<file path="src/rtl/mux_scan_ctrl.sv">
// mux_scan_ctrl: sequencer for a 4:1 select mux.
// Steps the select lines through the enabled channels. It samples the mux output a fixed
// number of cycles after each select change and builds a 4-bit frame from those samples.
// The frame is sent downstream over a valid/ready handshake.
module mux_scan_ctrl #(
    parameter int unsigned DWELL  = 4,  // cycles select is held per channel (2..255)
    parameter int unsigned SETTLE = 2   // cycles after a select change before z is sampled
) (
    input  logic       clk,
    input  logic       rst,
    input  logic       en,
    input  logic [3:0] mask,
    input  logic       z,
    output logic       s0,
    output logic       s1,
    output logic [3:0] frame,
    output logic       frame_valid,
    input  logic       frame_ready,
    output logic       overrun
);

    typedef enum logic {
        IDLE,
        SCAN
    } state_t;

    // The dwell counter holds k-1 just before edge E+k, so both thresholds are one less
    // than the edge offsets they refer to.
    localparam logic [7:0] CAP_CNT = 8'(SETTLE - 1);
    localparam logic [7:0] END_CNT = 8'(DWELL - 1);

    state_t     state_q;
    logic [1:0] chan_q;
    logic [7:0] cnt_q;
    logic [3:0] shadow_q;
    logic [3:0] mask_q;
    logic [3:0] frame_q;
    logic       frame_valid_q;
    logic       overrun_q;

    logic [1:0] start_chan_d;
    logic [1:0] next_chan_d;
    logic       next_avail;
    logic       start_ok;
    logic       frame_done;

    // Returns the lowest set bit of m. The result is 0 when m is empty, and callers guard on that case.
    function automatic logic [1:0] lowest_set(input logic [3:0] m);
        logic [1:0] r;
        r = 2'd0;
        for (int i = 3; i >= 0; i--) begin
            if (m[i]) r = 2'(i);
        end
        return r;
    endfunction

    // Returns 1 when m has a set bit above channel c.
    function automatic logic higher_exists(input logic [3:0] m, input logic [1:0] c);
        logic r;
        r = 1'b0;
        for (int i = 0; i < 4; i++) begin
            if (m[i] && (i > int'(c))) r = 1'b1;
        end
        return r;
    endfunction

    // Returns the nearest set bit above channel c. It is only meaningful when higher_exists() is true.
    function automatic logic [1:0] next_higher(input logic [3:0] m, input logic [1:0] c);
        logic [1:0] r;
        r = c;
        for (int i = 3; i >= 0; i--) begin
            if (m[i] && (i > int'(c))) r = 2'(i);
        end
        return r;
    endfunction

    // Find the next channel to select and detect the edge on which the frame completes.
    always_comb begin
        start_ok     = en && (mask != 4'b0000);
        start_chan_d = lowest_set(mask);
        next_avail   = higher_exists(mask_q, chan_q);
        next_chan_d  = next_higher(mask_q, chan_q);
        frame_done   = (state_q == SCAN) && (cnt_q == END_CNT) && !next_avail;
    end

    // Scan FSM, shadow capture and output register with handshake and overrun tracking.
    always_ff @(posedge clk or posedge rst) begin
        if (rst) begin
            state_q       <= IDLE;
            chan_q        <= 2'd0;
            cnt_q         <= 8'd0;
            shadow_q      <= 4'b0000;
            mask_q        <= 4'b0000;
            frame_q       <= 4'b0000;
            frame_valid_q <= 1'b0;
            overrun_q     <= 1'b0;
        end else begin
            // NOTE: non-blocking assignments make every register in this block update from the
            // values it held before the edge. This matters because frame_done and the shadow are read in the same edge they change.
            if (frame_done) begin
                if (!frame_valid_q || frame_ready) begin
                    frame_q       <= shadow_q;
                    frame_valid_q <= 1'b1;
                end else begin
                    overrun_q <= 1'b1;
                end
            end else if (frame_valid_q && frame_ready) begin
                frame_valid_q <= 1'b0;
            end

            case (state_q)
                IDLE: begin
                    if (start_ok) begin
                        state_q  <= SCAN;
                        mask_q   <= mask;
                        chan_q   <= start_chan_d;
                        cnt_q    <= 8'd0;
                        shadow_q <= 4'b0000;
                    end
                end
                SCAN: begin
                    // SETTLE < DWELL, so this capture never falls on the completion edge.
                    if (cnt_q == CAP_CNT) shadow_q[chan_q] <= z;

                    if (cnt_q == END_CNT) begin
                        cnt_q <= 8'd0;
                        if (next_avail) begin
                            chan_q <= next_chan_d;
                        end else if (start_ok) begin
                            mask_q   <= mask;
                            chan_q   <= start_chan_d;
                            shadow_q <= 4'b0000;
                        end else begin
                            state_q <= IDLE;
                        end
                    end else begin
                        cnt_q <= cnt_q + 8'd1;
                    end
                end
                default: state_q <= IDLE;
            endcase
        end
    end

    assign s0          = chan_q[0];
    assign s1          = chan_q[1];
    assign frame       = frame_q;
    assign frame_valid = frame_valid_q;
    assign overrun     = overrun_q;

endmodule
</file>
<file path="config.mk">
export PLATFORM = sky130hd
export DESIGN_NAME = mux_scan_ctrl
export DESIGN_NICKNAME = d
export VERILOG_FILES = /design/src/rtl/mux_scan_ctrl.sv
export SDC_FILE = /design/constraint.sdc
export NUM_CORES = 1
export LEC_CHECK = 0
export BUFFER_PORTS_ARGS = -buffer_cell sky130_fd_sc_hd__buf_2
export CORE_MARGIN = 2
export CORE_UTILIZATION = 60
export CTS_CLUSTER_DIAMETER = 120
export DETAILED_ROUTE_END_ITERATION = 12
export PLACE_DENSITY = 0.83
export SYNTH_ARGS = -nofsm -noshare
export SYNTH_HDL_FRONTEND = slang
export SYNTH_SLANG_ARGS = --single-unit
</file>
<file path="constraint.sdc">
create_clock -name clk -period 3.1 [get_ports clk]
set_input_delay 0.62 -clock clk [delete_from_list [all_inputs] [get_ports clk]]
set_output_delay 0.62 -clock clk [all_outputs]
set_load 0.05 [all_outputs]
</file>
# Word level (Yosys, flattened, before mapping)
# Cells that the tools add are included.
# W data, S select, Z words.
totals:
  regBits: 25
  input_bits: 9
  out_inout_bits: 8
  elab_cells: 78
classes:
  addsub: 1
  order_cmp: 5
  eq_ne: 7
  n_mux: 37
  bitwise: 2
  n_reduce_logical: 18
op_table:
  columns: ["op", "n"]
  rows:
  - ["$mux W4", 8]
  - ["$mux W2", 10]
  - ["$mux W8", 2]
  - ["$pmux W4 S2", 2]
  - ["$pmux W8 S2", 1]
  - ["$mux W1", 10]
  - ["$reduce_and A2 Y1", 5]
  - ["$add A8 B1 Y8 const B", 1]
  - ["$eq A8 B1 Y1 const B", 1]
  - ["$eq A8 B2 Y1 const B", 1]
  - ["$logic_and A1 B1 Y1", 8]
  - ["$ne A5 B2 Y1 const B", 1]
  - ["$bwmux W4", 1]
  - ["$gt A2 B2 Y1 const A", 2]
  - ["$ne A2 B1 Y1 const B", 2]
  - ["$ne A2 B2 Y1 const B", 2]
  - ["$pmux W2 S2", 1]
  - ["$reduce_bool A4 Y1", 1]
  - ["$lt A2 B3 Y1 const B", 1]
  - ["$demux W1 S2", 1]
  - ["$ge A2 B1 Y1 const B", 1]
  - ["$gt A1 B2 Y1 const A", 1]
  - ["$logic_not A1 Y1", 2]
  - ["$not A1 Y1", 2]
  - ["other kinds (3)", 3]

# Logic depth before layout (Yosys ltp)
# Gate-level depths: netlist (run 1).
depth:
  depth_word: 10
  mapped_depth: 6
  depth_no_buf: 6

# Worst setup path after synthesis (run 1)
# No wires, ideal clock.
synth_path:
  path_type: "flip-flop to flip-flop"
  from: "register cnt_q[0]"
  to: "register chan_q[1]"
  setup_time_ps: 122
  arrival_time_ps: 1901
  required_time_ps: 2978
  slack_ps: 1078
  path_stages_with_launch: 6
  path_buffers: 0
  synth_period_minus_slack_ps: 2022
  cell_sequence: "dfrtp_1 > ha_1 > nor3b_1 > nand2_4 > or4_1 > a32o_1"
synth_via:
  elab_chain_cells: 3
synth_lines:
  columns: ["item", "line_no", "source"]
  rows:
  - ["from (decl)", "34", "logic [7:0] cnt_q;"]
  - ["from (signal assigned)", "137", "cnt_q <= cnt_q + 8'd1;"]
  - ["$eq A8 B2 Y1", "125", "if (cnt_q == END_CNT) begin"]
  - ["$ne A2 B1 Y1 (no line)", null, null]
  - ["$reduce_and A2 Y1 (no line)", null, null]
  - ["to (signal assigned)", "116", "chan_q <= start_chan_d;"]
  - ["to (signal assigned)", "128", "chan_q <= next_chan_d;"]
  - ["to (signal assigned)", "131", "chan_q <= start_chan_d;"]
  - ["to (decl)", "33", "logic [1:0] chan_q;"]
# No other way between the ends.
# A chain may end at the register's enable or synchronous reset.

# Worst setup path after layout (run 1)
# Same ends and word-level chain as after synthesis.

==> results by group, run 1 <==
Run status
  • Status: complete, no violations

Yosys
  • Synth warn: 0
  • Mapped Area: 1350 sq um
  • Post-Synthesis Cells: 135
  • Post-synth EDFFs: 0
  • Sequential area share after synthesis: 44.6%
  • Avg Cell Area, Syn: 9.98 sq um
  • Synthesized flop and latch total: 24
  • Synth cell types: 44
  • Post-Syn Nets: 146
  • Fraction of registers with async set/reset: 100%
  • Post-synth top flop: dfrtp_1

GRT
  • Met3 global-route usage: 3.51%
  • GR Util met1: 30.9%
  • Vias in the first global route: 1,048
  • Global-route wire length before repair: 4700 um
  • Initial antenna violation count: 0
  • Grt ovf: 0
  • GRT Overall Usage: 24.1%
  • Most Crowded Layer GR: met2
  • Largest net degree at the start of global routing: 25
  • Met2 Resource Use GR: 40.8%

Die
  • Die Ht: 51.4 um
  • I/O pin total: 17
  • # rows: 17
  • Core footprint: 2170 sq um
  • Chip width: 51.4 um
  • Die ar.: 2640 sq um
  • Initial Utilization: 62.1%

Clock tree
  • CTS tree: yes
  • Clock Tree Buf Depth: 2
  • TritonCTS buffer count: 3
  • CTS Sinks: 24
  • Clk Latency, worst-skew pair: 320 ps
  • Setup repair bufs after CTS: 0
  • Root Driver: clkbuf_4
  • Clock transition at path regs: 130 ps
  • # hold bufs at CTS: 0
  • CTS resizes: 0
  • H-tree Lvls: 1

Critical path
  • CP cell instances: ha_1 -> nor3b_1 -> nand2_4 -> or4_1 -> a32o_1
  • Max Fanout on Critical Path: 6
  • Worst EP arrival: 2440 ps
  • CP startpoint kind: flop
  • Critical-path top delay cell: nor3b_1
  • Crit end category: flop
  • Crit Path Category: flop to flop
  • Req. time, crit path: 3320 ps
  • Worst stage delay on the critical path: 540 ps

Drt
  • WL/cell: 15.1 um
  • Pre-Repair DR Iteration Count: 4
  • DRC: 0
  • Drt total wl: 2730 um
  • Vias per cell: 6.22
  • Via count: 1,119
  • Remaining antenna violation count: 0
  • Iter 0 DRT Violations: 27

Layout
  • Share of cells above drive strength 1: 22.4%
  • Final std cells w/o fill: 180
  • Commonest non-fill, non-tap cell in the layout: dfrtp_1
  • Leading cell types in the layout, fill and taps excluded: 24 x dfrtp_1, 16 x buf_2, 13 x o21ai_0
  • Final #Nets: 164
  • Final core occ: 68.7%
  • N_diodes: 0
  • Synth-to-layout area growth: 10.6%

Placement
  • Inst Count DP: 176
  • Detail Placement HPWL: 2020 um
  • Setup WS pre-CTS: 904 ps
  • GP Congestion: 0.869
  • I/O Buffers: 16

Pwr
  • Pwr Density: 975 nW/um^2
  • Highest ir drop seen on vdd: 841 uV
  • Leak Pwr: 0.701 nW

Timing
  • Worst Tran Pin Value: 861 ps
  • Hold_ws: 456 ps
  • Final TNS setup: 0 ps
  • Slew margin rel.: 42.5%
  • Final Hold Viols: 0
  • Endpoints failing setup: 0
  • Setup slack after layout: 881 ps
  • Clock Skew: 5.52 ps
  • Period utilisation layout: 71.6%
  • RSZ-0062 raised after global routing: no
  • Max Fclk: 451 MHz
  • Final min period: 2220 ps
  • Count of final max-slew check failures: 0

Hold path
  • Hold Path Class: primary input to asynchronous set/reset pin

Flow run
  • Max Cap Viol: 0
-- cell families after synthesis --
kind of cell	after synthesis	share of synthesized area [%]
fa+ha+maj	2	1.86
xor+xnor	2	1.30
simple gates	45	20.4
mux	8	6.31
buf+inv	11	4.36
flops	24	44.6
compound gates	43	21.2
-- synthesized netlist by cell type (2+ instances only) --
cell type / instances / area share (%)
a21oi_1: 7 / 2.6
a31oi_1: 3 / 1.4
a41oi_1: 2 / 1.3
dfrtp_1: 24 / 45
ha_1: 2 / 1.9
inv_1: 7 / 2.0
mux2_2: 4 / 3.3
mux2i_1: 4 / 3.0
nand2_1: 12 / 3.3
nand3_1: 5 / 1.9
nand4_1: 2 / 0.93
nand4b_1: 2 / 1.3
nor2_1: 9 / 2.5
nor2b_1: 2 / 0.93
nor3b_1: 2 / 1.1
o211ai_1: 2 / 1.1
o21a_1: 3 / 1.7
o21ai_0: 13 / 4.8
o22ai_1: 4 / 1.9
xnor2_1: 2 / 1.3
-- where the power goes --
group / internal [W] / switching, W / total [W] / leakage, nW
clock network: 0.000131 / 0.0000936 / 0.000224 / 0.0279
logic: 0.000255 / 0.000448 / 0.000703 / 0.364
registers: 0.000419 / 0.000107 / 0.000526 / 0.309
-- worst paths after layout --
path	endpoint	cells past startpoint	slack [ps]	startpoint
max in group asynchronous	mask_q[1]$_DFFE_PP0P_	2	2120	rst
setup reg to reg	chan_q[1]$_DFFE_PP0P_	5	880	cnt_q[0]$_DFFE_PP0P_
setup / recovery	chan_q[1]$_DFFE_PP0P_	5	880	cnt_q[0]$_DFFE_PP0P_
hold / removal	frame[0]$_DFFE_PP0P_	2	460	rst
hold reg to reg	overrun$_DFFE_PP0P_	1	490	overrun$_DFFE_PP0P_
min in group clk	overrun$_DFFE_PP0P_	1	490	overrun$_DFFE_PP0P_
-- registers in the layout (all words and copies together), names as in the netlist --
| name | cells |
|---|---|
| mask_q | 3 |
| shadow_q | 4 |
| state_q | 1 |
| cnt_q | 8 |
| chan_q | 2 |
| frame_valid | 1 |
| frame | 4 |
| overrun | 1 |
-- critical path: cells and delay by family, from the launching register on --
family	cells	cell delay, ps
compound gates	1	260
simple gates	3	1160
fa+ha+maj	1	250
flops	1	450
-- routing by layer --
metal / wire length, um / part of all wire (%)
met4: 40 / 1.5
met3: 117 / 4.3
met1: 1230 / 45
met5: 0 / 0
met2: 1340 / 49
-- per-stage QoR --
| stage | power, W | instance area (sq um) |
|---|---|---|
| after global routing | 0.00154 | 1490 |
| after global placement | 0.00121 | 1440 |
| final | 0.00145 | 1490 |
| after detailed placement | 0.00123 | 1440 |
| after floorplan | 0.00109 | 1350 |
| after CTS | 0.00146 | 1490 |
-- area by class of cell --
class                      count  area, sq um
tap                           28         35.0
sequential                    24          601
inverter                       7         26.3
timing repair buffer          17         87.6
multi-input combinational    100          688
clock buffer                   3         22.5
clock inverter                 1         30.0
fill                         177          679
(Power assumes the default switching activity.)
==> inputs of run 2 (changes only) <==
--- a/config.mk
+++ b/config.mk
@@ -7,10 +7,10 @@
 export LEC_CHECK = 0
 export BUFFER_PORTS_ARGS = -buffer_cell sky130_fd_sc_hd__buf_2
 export CORE_MARGIN = 2
-export CORE_UTILIZATION = 60
+export CORE_UTILIZATION = 51
 export CTS_CLUSTER_DIAMETER = 120
 export DETAILED_ROUTE_END_ITERATION = 12
-export PLACE_DENSITY = 0.83
+export PLACE_DENSITY = 0.75
 export SYNTH_ARGS = -nofsm -noshare
 export SYNTH_HDL_FRONTEND = slang
 export SYNTH_SLANG_ARGS = --single-unit
==> constraint.sdc (replaced) <==
create_clock -name clk -period 2 [get_ports clk]
set_input_delay 0.4 -clock clk [delete_from_list [all_inputs] [get_ports clk]]
set_output_delay 0.4 -clock clk [all_outputs]
set_load 0.05 [all_outputs]
==> results by group, run 2 (synthesis results as in run 1) <==
GRT
  • Global-route wire length before repair: 4950 um
  • GRT Overall Usage: 19.9%
  • Grt ovf: 0
  • Initial antenna violation count: 0
  • Vias in the first global route: 1,103
  • Largest net degree at the start of global routing: 25

Drt
  • Pre-Repair DR Iteration Count: 4
  • WL/cell: 15.0 um
  • Iter 0 DRT Violations: 48
  • Via count: 1,131
  • Vias per cell: 5.95
  • DRC: 0
  • Remaining antenna violation count: 0
  • Drt total wl: 2840 um

Clock tree
  • CTS Sinks: 24
  • Clock transition at path regs: 140 ps
  • Clk Latency, worst-skew pair: 310 ps
  • TritonCTS buffer count: 3
  • CTS tree: yes
  • Setup repair bufs after CTS: 0
  • Root Driver: clkbuf_4
  • # hold bufs at CTS: 0
  • H-tree Lvls: 1
  • CTS resizes: 0
  • Clock Tree Buf Depth: 2

Timing
  • Slew margin rel.: 69.0%
  • Clock Skew: 9.86 ps
  • Final min period: 1880 ps
  • Count of final max-slew check failures: 0
  • Final TNS setup: 0 ps
  • Setup slack after layout: 124 ps
  • Final Hold Viols: 0
  • Worst Tran Pin Value: 461 ps
  • Max Fclk: 533 MHz
  • RSZ-0062 raised after global routing: no
  • Endpoints failing setup: 0
  • Period utilisation layout: 93.8%

Layout
  • Commonest non-fill, non-tap cell in the layout: dfrtp_1
  • Largest register by flop count: cnt_q
  • Synth-to-layout area growth: 14.4%
  • Share of cells above drive strength 1: 26.9%
  • Final #Nets: 172
  • # fillers: 191
  • Leading cell types in the layout, fill and taps excluded: 24 x dfrtp_1, 16 x buf_2, 13 x o21ai_0
  • Max reg flops: 8
  • N_diodes: 0

Critical path
  • Crit Path Category: flop to flop
  • Max Fanout on Critical Path: 5
  • Req. time, crit path: 2200 ps
  • Worst EP arrival: 2080 ps
  • CP startpoint kind: flop
  • Crit end category: flop

Die
  • Die ar.: 3070 sq um
  • # rows: 18
  • Die Ht: 55.4 um
  • Core footprint: 2500 sq um
  • Chip width: 55.4 um
  • Initial Utilization: 53.9%
  • I/O pin total: 17

Placement
  • Setup WS pre-CTS: 151 ps
  • I/O Buffers: 16
  • Detail Placement HPWL: 2220 um
  • GP Congestion: 0.805

Flow run
  • Max Cap Viol: 0

Pwr
  • Power Total: 0.00225 W
  • Pwr Density: 1460 nW/um^2
  • Leak Pwr: 0.736 nW
  • Highest ir drop seen on vdd: 1160 uV

Run status
  • Status: complete, no violations

Hold path
  • Hold Path Class: primary input to asynchronous set/reset pin
==> run 2: cell count changes in the layout (fill, tap and decap cells not counted), sizes merged <==
cell | before | now
buf | 17 | 25
bufinv | 1 | 0
clkbuf | 3 | 4
==> run 2: area by class of cell <==
| type | count | area, sq um | area share [%] |
|---|---|---|---|
| clock buffer | 4 | 36.3 | 2.35 |
| inverter | 7 | 26.3 | 1.70 |
| multi-input combinational | 100 | 693 | 45.0 |
| sequential | 24 | 601 | 39.0 |
| tap | 30 | 37.5 | 2.44 |
| timing repair buffer | 25 | 148 | 9.58 |
==> run 2: worst paths after layout <==
check | from | endpoint | slack (ps) | cells after the start
hold / removal | rst | frame[3]$_DFFE_PP0P_ | 110 | 3
min in group clk | mask[3] | mask_q[3]$_DFFE_PP0P_ | 370 | 3
setup / recovery | cnt_q[1]$_DFFE_PP0P_ | frame[1]$_DFFE_PP0P_ | 120 | 5
max in group asynchronous | rst | chan_q[1]$_DFFE_PP0P_ | 1650 | 3
setup reg to reg | cnt_q[1]$_DFFE_PP0P_ | frame[1]$_DFFE_PP0P_ | 120 | 5
hold reg to reg | overrun$_DFFE_PP0P_ | overrun$_DFFE_PP0P_ | 510 | 1
==> run 2: critical path, stage by stage (launching register included) <==
cell and delay (ps):
dfrtp_1 410, ha_1 170, nor3b_2 330, nand2_4 120, nor4b_4 360, mux2_2 380
==> run 2: stage by stage <==
step / std cells / hold WS [ps] / util [%] / cell area (sq um)
after CTS: 190 / 116 / 61.7 / 1540
after detailed placement: 186 / 473 / 60.2 / 1510
after floorplan: 135 / 415 / - / 1350
after global placement: 186 / 445 / 60.2 / 1510
final: 190 / 109 / 61.7 / 1540
after global routing: 190 / 147 / 61.7 / 1540
==> run 2: routing by layer <==
layer  share of wire, %  vias up  global-route usage, %
met2                 47       38                   32.0
li1                   -      548                      -
met3                4.3        6                   3.51
met1                 47      539                   27.8
met4               0.95        0                   5.23
met5                  0        -                      0
==> run 2: where the power goes <==
group,switching [W],internal (W)
clock,0.000143,0.000111
combinational,0.000770,0.000467
sequential,0.000112,0.000651
total,0.00102,0.00123
